### src/rtl/ttfir_pkg.sv
// Shared defaults and the output clipping helper for the TinyTapeout FIR decimator chain.
package ttfir_pkg;

  localparam int unsigned BW_IN_DEF      = 8;
  localparam int unsigned BW_OUT_DEF     = 6;
  localparam int unsigned LOG2_M_MAX_DEF = 3;

  // Clip a signed value into the signed range of a bw-bit word. The result keeps all 32 bits,
  // so the caller can detect clipping by comparing against the input.
  function automatic logic signed [31:0] sat_clip(input logic signed [31:0] v,
                                                   input int unsigned       bw);
    logic signed [31:0] hi;
    logic signed [31:0] lo;
    hi = (32'sd1 <<< (bw - 1)) - 32'sd1;
    lo = -(32'sd1 <<< (bw - 1));
    if (v > hi) begin
      return hi;
    end else if (v < lo) begin
      return lo;
    end
    return v;
  endfunction

endpackage

### src/rtl/ttfir_fifo2.sv
// Two-entry ready/valid queue. A push while full is only accepted if a pop frees a slot on the
// same edge; otherwise the new word is discarded and o_wr_full_drop pulses.
module ttfir_fifo2
  import ttfir_pkg::*;
#(
  parameter int unsigned Width = BW_OUT_DEF
) (
  input  logic             i_clk,
  input  logic             i_rst,
  input  logic             i_push,
  input  logic [Width-1:0] i_data,
  input  logic             i_pop,
  output logic [Width-1:0] o_data,
  output logic             o_valid,
  output logic             o_wr_full_drop
);

  logic [Width-1:0] r_mem [2];
  logic             r_head;
  logic [1:0]       r_count;

  logic w_pop;
  logic w_full;
  logic w_wr;
  logic w_tail;

  // Handshake decode; tail slot equals head when full, which is the slot a same-edge pop frees.
  always_comb begin
    w_pop          = i_pop && (r_count != 2'd0);
    w_full         = (r_count == 2'd2);
    w_wr           = i_push && (!w_full || w_pop);
    o_wr_full_drop = i_push && w_full && !w_pop;
    w_tail         = r_head ^ r_count[0];
    o_valid        = (r_count != 2'd0);
    o_data         = o_valid ? r_mem[r_head] : '0;
  end

  // Storage, head pointer and occupancy.
  always_ff @(posedge i_clk or posedge i_rst) begin
    if (i_rst) begin
      r_mem[0] <= '0;
      r_mem[1] <= '0;
      r_head   <= 1'b0;
      r_count  <= 2'd0;
    end else begin
      if (w_wr) begin
        r_mem[w_tail] <= i_data;
      end
      if (w_pop) begin
        r_head <= ~r_head;
      end
      r_count <= r_count + {1'b0, w_wr} - {1'b0, w_pop};
    end
  end

endmodule

### src/rtl/ttfir_decimator.sv
// Integrate-and-dump decimator: averages blocks of 2^dec_sel samples, saturates the mean to
// BW_out bits and queues results in a two-entry ready/valid buffer.
module ttfir_decimator
  import ttfir_pkg::*;
#(
  parameter int unsigned BW_in      = BW_IN_DEF,
  parameter int unsigned BW_out     = BW_OUT_DEF,
  parameter int unsigned LOG2_M_MAX = LOG2_M_MAX_DEF
) (
  input  logic              clk,
  input  logic              rst,
  input  logic [BW_in-1:0]  x_in,
  input  logic              in_valid,
  input  logic [1:0]        dec_sel,
  output logic [BW_out-1:0] y_out,
  output logic              out_valid,
  input  logic              out_ready,
  output logic              sat_flag,
  output logic              drop_flag
);

  localparam int unsigned BW_acc = BW_in + LOG2_M_MAX;
  localparam int unsigned MSW    = $clog2(LOG2_M_MAX + 1);

  logic signed [BW_acc-1:0]     r_acc;
  logic        [LOG2_M_MAX-1:0] r_cnt;
  logic        [MSW-1:0]        r_m_sel;
  logic                         r_sat;
  logic                         r_drop;

  logic        [MSW-1:0]    w_dec_clamp;
  logic        [MSW-1:0]    w_m_eff;
  logic signed [BW_acc-1:0] w_x_ext;
  logic signed [BW_acc-1:0] w_sum;
  logic signed [BW_acc-1:0] w_mean;
  logic signed [31:0]       w_mean_ext;
  logic signed [31:0]       w_clip;
  logic        [BW_out-1:0] w_res;
  logic                     w_clipped;
  logic                     w_last;
  logic                     w_push;
  logic                     w_drop;

  // Block arithmetic; the exponent is re-sampled only at block start so mid-block dec_sel
  // changes wait for the next block.
  always_comb begin
    if (32'(dec_sel) > LOG2_M_MAX) begin
      w_dec_clamp = MSW'(LOG2_M_MAX);
    end else begin
      w_dec_clamp = MSW'(dec_sel);
    end
    w_m_eff    = (r_cnt == '0) ? w_dec_clamp : r_m_sel;
    w_x_ext    = {{LOG2_M_MAX{x_in[BW_in-1]}}, x_in};
    w_sum      = ((r_cnt == '0) ? '0 : r_acc) + w_x_ext;
    w_last     = ({{(32 - LOG2_M_MAX){1'b0}}, r_cnt} == ((32'd1 << w_m_eff) - 32'd1));
    w_mean     = w_sum >>> w_m_eff;
    w_mean_ext = {{(32 - BW_acc){w_mean[BW_acc-1]}}, w_mean};
    w_clip     = sat_clip(w_mean_ext, BW_out);
    w_res      = w_clip[BW_out-1:0];
    w_clipped  = (w_clip != w_mean_ext);
    w_push     = in_valid && w_last;
  end

  // Accumulator, sample counter, latched exponent and sticky flags.
  always_ff @(posedge clk or posedge rst) begin
    if (rst) begin
      r_acc   <= '0;
      r_cnt   <= '0;
      r_m_sel <= '0;
      r_sat   <= 1'b0;
      r_drop  <= 1'b0;
    end else begin
      if (in_valid) begin
        if (r_cnt == '0) begin
          r_m_sel <= w_dec_clamp;
        end
        if (w_last) begin
          r_cnt <= '0;
        end else begin
          r_acc <= w_sum;
          r_cnt <= r_cnt + 1'b1;
        end
      end
      if (w_push && w_clipped) begin
        r_sat <= 1'b1;
      end
      if (w_drop) begin
        r_drop <= 1'b1;
      end
    end
  end

  ttfir_fifo2 #(
    .Width (BW_out)
  ) u_fifo (
    .i_clk          (clk),
    .i_rst          (rst),
    .i_push         (w_push),
    .i_data         (w_res),
    .i_pop          (out_ready),
    .o_data         (y_out),
    .o_valid        (out_valid),
    .o_wr_full_drop (w_drop)
  );

  assign sat_flag  = r_sat;
  assign drop_flag = r_drop;

endmodule

### config.mk
export PLATFORM = sky130hd
export DESIGN_NAME = ttfir_decimator
export DESIGN_NICKNAME = d
export VERILOG_FILES = /design/src/rtl/ttfir_pkg.sv /design/src/rtl/ttfir_fifo2.sv /design/src/rtl/ttfir_decimator.sv
export SDC_FILE = /design/constraint.sdc
export NUM_CORES = 1
export LEC_CHECK = 0
export ABC_AREA = 1
export CORE_ASPECT_RATIO = 1.5
export CORE_UTILIZATION = 30
export CTS_CLUSTER_SIZE = 30
export DETAILED_ROUTE_END_ITERATION = 10
export PLACE_DENSITY = 0.48
export SYNTH_ARGS = -nofsm -noshare
export SYNTH_HDL_FRONTEND = slang
export SYNTH_SLANG_ARGS = --single-unit
### constraint.sdc
create_clock -name clk -period 3.1 [get_ports clk]
set_clock_uncertainty 0.05 [all_clocks]
set_input_delay 0.93 -clock clk [delete_from_list [all_inputs] [get_ports clk]]
set_output_delay 0.93 -clock clk [all_outputs]
set_load 0.01 [all_outputs]
==> results of run 1 <==
metrics by stage:
step | TNS (ns) | worst slack (ns) | cell area (sq um) | utilization, %
2_1_floorplan | 0 | 0.0313 | 2490 | -
3_3_place_gp | -4.99 | -0.466 | 3090 | 38.6
3_5_place_dp | -5.60 | -0.514 | 3090 | 38.6
4_1_cts | 0 | 0.0110 | 3300 | 41.2
5_1_grt | -0.0517 | -0.0284 | 3580 | 44.7
6_report | 0 | 0.154 | 3580 | 44.7
flip-flops by register name, indices dropped and copies added, names as in the netlist:
register	flops
sat_flag	1
r_cnt	3
drop_flag	1
u_fifo.r_count	2
u_fifo.r_mem	12
r_acc	11
r_m_sel	2
u_fifo.r_head	1
layer usage:
layer	global-route usage (%)	part of all wire [%]
met1	17.5	40
met2	32.3	56
met3	3.04	2.4
met4	7.18	2.1
met5	0	0
cell type report:
cell class	instances	area, sq um
inverter	61	230
multi-input combinational	275	1660
tap	105	131
fill	867	4430
clock inverter	3	46.3
timing repair buffer	65	566
clock buffer	5	125
sequential	33	826
kinds of logic after synthesis:
family          share of synthesized area [%]
flops                                    33.2
fa+ha+maj                                7.85
simple gates                             35.2
xor+xnor                                 2.82
buf+inv                                  10.7
mux                                     0.403
compound gates                           9.86
worst max-delay path by stage:
stage | depth (start not counted) | to | start | slack, ns
global route | 23 | sat_flag | r_cnt[0] | -0.03
finish | 15 | sat_flag | x_in[5] | 0.15
global placement | 17 | u_fifo.r_mem[3] | x_in[0] | -0.47
floorplan | 22 | u_fifo.r_mem[0] | r_cnt[0] | 0.03
detailed placement | 17 | u_fifo.r_mem[4] | x_in[0] | -0.51
CTS | 18 | u_fifo.r_mem[0] | x_in[0] | 0.01
what timing repair did:
item,4_1_cts,5_1_grt
pin swaps,2,18
endpoints found under the hold margin,0,0
endpoints found under the setup margin,11,11
buffers inserted,0,5
resized for setup,13,55
cloned,0,1
worst register-to-register path, cell delays in order (launching register included):
cell	delay, ns
dfrtp_1	0.34
inv_1	0.06
ha_1	0.22
nand2_4	0.08
clkinv_1	0.09
buf_6	0.17
nor2_2	0.16
ha_4	0.24
nand2_1	0.10
inv_1	0.06
a21oi_1	0.21
nand3_1	0.20
nand3_1	0.17
nand3_1	0.08
nand2_1	0.09
and2_1	0.14
nand2_2	0.09
nand2_4	0.12
nand2_1	0.06
nand2_1	0.05
nand2_1	0.04
synth_stat cells:
| library cell | instances |
|---|---|
| o21ai_1 | 1 |
| ha_1 | 14 |
| xor2_1 | 4 |
| a21oi_1 | 12 |
| nand2_1 | 127 |
| inv_1 | 54 |
| inv_2 | 5 |
| o21bai_1 | 1 |
| fa_1 | 1 |
| nand3b_1 | 1 |
| clkinv_1 | 1 |
| clkbuf_1 | 2 |
| nor2_1 | 25 |
| buf_4 | 3 |
| mux2i_1 | 1 |
| nand4_1 | 4 |
| nor2_4 | 1 |
| nor2_2 | 1 |
| nor3_1 | 1 |
| and2_1 | 1 |
| o21ai_4 | 1 |
| o22ai_1 | 1 |
| dfrtp_1 | 33 |
| a31oi_1 | 3 |
| o21ai_2 | 1 |
| o21ai_0 | 23 |
| nand2_4 | 2 |
| a22oi_1 | 1 |
| clkinv_2 | 1 |
| nand3_1 | 39 |
| xnor2_1 | 4 |
| and2_0 | 1 |
| buf_2 | 1 |
| nand2_2 | 3 |
==> impl_metrics.toml, run 1 <==
[die]
rows = 40
die-area_sq_um = 8660
core_region_area_sq_um = 8010
die_w_um = 76.3
num_io_pins = 23
initial_core_util_pct = 31.0
dieHeight_um = 113

[timing]
drv_slew = 0
tightest_slew_ns = 0.499
holdWs_ns = 0.428
hold_violations = 0
fin_crit_ns = 2.95
slew_headroom_pct = 66.6
setup_violations = 0
fin_crit_sh_pct = 95.0
clock.fmax_ghz = 0.339

[global_routing]
grt_max_degree = 34
grt_pass1_vias = 2470
antenna_found_initial = 0
grt_pass1_wl_mm = 11.4
overflow = 0
grtUsageTotal_pct = 16.7

[setup_path]
r2r_setup_slack_ns = 0.18
crit_fanout = 6
crit_buf_inv = 2
cpMostUsedCell = "nand2_1"
crit_family = "simple AND/OR/NAND/NOR gates"
reg2regPathDepth = 20
crit_chain = "clkdlybuf4s50_1, ha_4, nand2_1, inv_1, a21oi_1, nand3_1, nand3_1, nand3_1, nand2_1, and2_1, nand2_2, nand2_4, nand2_1, nand2_1, nand2_1"
crit_type = "in2reg"
reg2reg_from = "r_cnt[0]"
start_kind = "input port"
cp.arrival_ns = 3.08
crit_required_ns = 3.23
cp-end-kind = "flop"
slowest_stage = "clkdlybuf4s50_1"
r2r_end = "sat_flag"
slowest_delay_ns = 0.51

[job]
drv_cap = 0

[min_path]
min_from = "sat_flag"
whs_endpoint = "sat_flag"
hold_path_class = "reg2reg"
hold_path_depth = 2

[finish]
area_delta_synth_final_pct = 44.0
drive_above_1_share_pct = 26.5
instances_no_fill = 547
layout_commonest_cell = "nand2_1"
mostFrequentLayoutCells = "110 x nand2_1, 52 x inv_1, 41 x buf_4"
n_antenna_cell = 0
nNetsFinal = 470

[placed_design]
place_inst = 533
gp_congestion = 0.881
port_buffers = 22
dp_hpwl_mm = 5.15

[yosys]
synth_top_area_cell = "dfrtp_1"
ys_top_cells_by_area = "dfrtp_1 33%, nand2_1 19%, inv_1 8.2%"
ys_seq_area_share_pct = 33.2
ys_ff_latch = 33
yosys_warnings = 0
synth_cell_types = 34
syn_inst = 374
synth_area_per_cell_sq_um = 6.65
synth_top_area_share_pct = 33.2
synthesis.area_sq_um = 2490
syn_nets = 403

[clocking]
cts.sinks = 33
clkTransAtPathRegs_ns = 0.06
cts_tree = "built"
clockBufferDepth = 2
cts_buffers = 5
ctsHoldBuffers = 0
root_buffer = "clkbuf_16"
clock_latency_ns = 0.29
htreeDepth = 2

[detailed_routing]
num_vias = 2527
viasPerCell = 4.62
drtPass1Iterations = 4
drc = 0
wirelength_mm = 6.77
wire_per_inst_um = 12.4
drtIter0Drc = 64
antenna_left = 0

[status]
status = "completed"
Power of run 1 is not shown: default switching activity piles up to over one toggle a cycle in this logic, so the estimate is an artifact.
==> run 2: changes to the inputs <==
--- a/config.mk
+++ b/config.mk
@@ -6,7 +6,6 @@
 export NUM_CORES = 1
 export LEC_CHECK = 0
 export ABC_AREA = 1
-export CORE_ASPECT_RATIO = 1.5
 export CORE_UTILIZATION = 30
 export CTS_CLUSTER_SIZE = 30
 export DETAILED_ROUTE_END_ITERATION = 10
==> impl_metrics.toml, run 2 (synthesis gave the netlist of run 1 again) <==
[status]
status = "completed"

[timing]
drv_slew = 0
setup_violations = 0
slew_headroom_pct = 68.1
fin_crit_ns = 2.99
clock.fmax_ghz = 0.334
fin_crit_sh_pct = 96.5
hold_violations = 0
tightest_slew_ns = 0.476

[min_path]
hold_path_class = "reg2reg"

[die]
num_io_pins = 23
rows = 32
die_w_um = 93.0
dieHeight_um = 93.0
initial_core_util_pct = 31.5
core_region_area_sq_um = 7890
die-area_sq_um = 8660

[setup_path]
crit_fanout = 6
slowest_delay_ns = 0.40
crit_type = "in2reg"
cp-end-kind = "flop"
cpMostUsedCell = "nand2_1"
crit_required_ns = 3.23
start_kind = "input port"
crit_chain = "clkdlybuf4s50_1, ha_1, nand2_1, nor2_1, nand3_2, nand4_1, nand3_2, nand3_2, nand2_1, nor2_1, nand2_1, nand2_4, nand2_4, nand3_1, nand2_1"
slowest_stage = "clkdlybuf4s50_1"
cp.arrival_ns = 3.12

[finish]
mostFrequentLayoutCells = "108 x nand2_1, 52 x inv_1, 46 x buf_4"
layout_commonest_cell = "nand2_1"
drive_above_1_share_pct = 29.3
n_antenna_cell = 0
largest_register = "u_fifo.r_mem"
largest_reg_flops = 12
reg_top3 = "u_fifo.r_mem (12), r_acc (11), r_cnt (3)"
nNetsFinal = 475
area_delta_synth_final_pct = 44.1
final_core_util_pct = 45.4

[detailed_routing]
num_vias = 2529
drtPass1Iterations = 4
viasPerCell = 4.61
wire_per_inst_um = 12.2
antenna_left = 0
wirelength_mm = 6.72
drtIter0Drc = 86
drc = 0

[global_routing]
overflow = 0
grt_pass1_wl_mm = 11.0
grt_pass1_vias = 2325
grtUsageTotal_pct = 16.1
grt_max_degree = 34
antenna_found_initial = 0

[clocking]
cts_tree = "built"
cts.sinks = 33
ctsHoldBuffers = 0
clockBufferDepth = 2
clock_latency_ns = 0.29
root_buffer = "clkbuf_8"
htreeDepth = 2
cts_buffers = 5
clkTransAtPathRegs_ns = 0.07

[placed_design]
port_buffers = 22
dp_hpwl_mm = 4.94
gp_congestion = 0.808

[job]
drv_cap = 0
==> run 2: cell count changes in the layout (fill, tap and decap cells not counted), moves of 5 or more <==
cell and change:
clkbuf_8 +5, clkbuf_16 -5, buf_4 +5, nand3_1 -9, nand3_2 +10
==> run 2: path summary, 6_finish.rpt <==
kind                                 start               to  slack (ns)  depth (start not counted)
setup / recovery                   x_in[5]  u_fifo.r_mem[3]        0.11                         15
hold / removal             u_fifo.r_mem[3]  u_fifo.r_mem[3]        0.44                          2
setup reg to reg                  r_cnt[0]  u_fifo.r_mem[3]        0.14                         22
hold reg to reg            u_fifo.r_mem[3]  u_fifo.r_mem[3]        0.44                          2
max in group asynchronous              rst  u_fifo.r_mem[1]        1.71                          3
min in group asynchronous              rst        drop_flag        0.98                          3
==> run 2: stage by stage <==
step	cells	area (sq um)	setup TNS [ns]	hold WS, ns	setup WS, ns
5_1_grt	549	3580	-0.695	0.451	-0.0745
3_3_place_gp	534	3110	-4.88	0.419	-0.464
4_1_cts	543	3230	0	0.439	0.00472
2_1_floorplan	374	2490	0	0.399	0.0313
3_5_place_dp	534	3110	-5.28	0.419	-0.502
6_report	549	3580	0	0.435	0.108
==> run 2: repair_timing <==
item	CTS	global route
pin swaps	1	27
hold endpoints to repair	0	0
setup endpoints to repair	11	11
gates cloned	1	0
setup buffers	0	6
resized for setup	6	75
==> run 2: area by class of cell <==
| type | instances | area (sq um) |
|---|---|---|
| Fill cell | 805 | 4300 |
| Inverter | 61 | 234 |
| Tap cell | 102 | 128 |
| Timing Repair Buffer | 70 | 593 |
| Clock buffer | 5 | 68.8 |
| Sequential cell | 33 | 826 |
| Multi-Input combinational cell | 275 | 1720 |
| Clock inverter | 3 | 17.5 |
==> run 2: critical path: cells and delay by family <==
family	cells	cell delay (ns)
adder cells (fa/ha/maj)	1	0.35
buffers and inverters	1	0.40
AND/OR/NAND/NOR	13	1.43
==> run 2: layer usage <==
layer | share of wire [%] | track usage, %
met1 | 47 | 22.0
met2 | 49 | 26.6
met3 | 2.9 | 2.68
met4 | 1.0 | 3.46
met5 | 0 | 0
Power of run 2 is left out for the same reason.
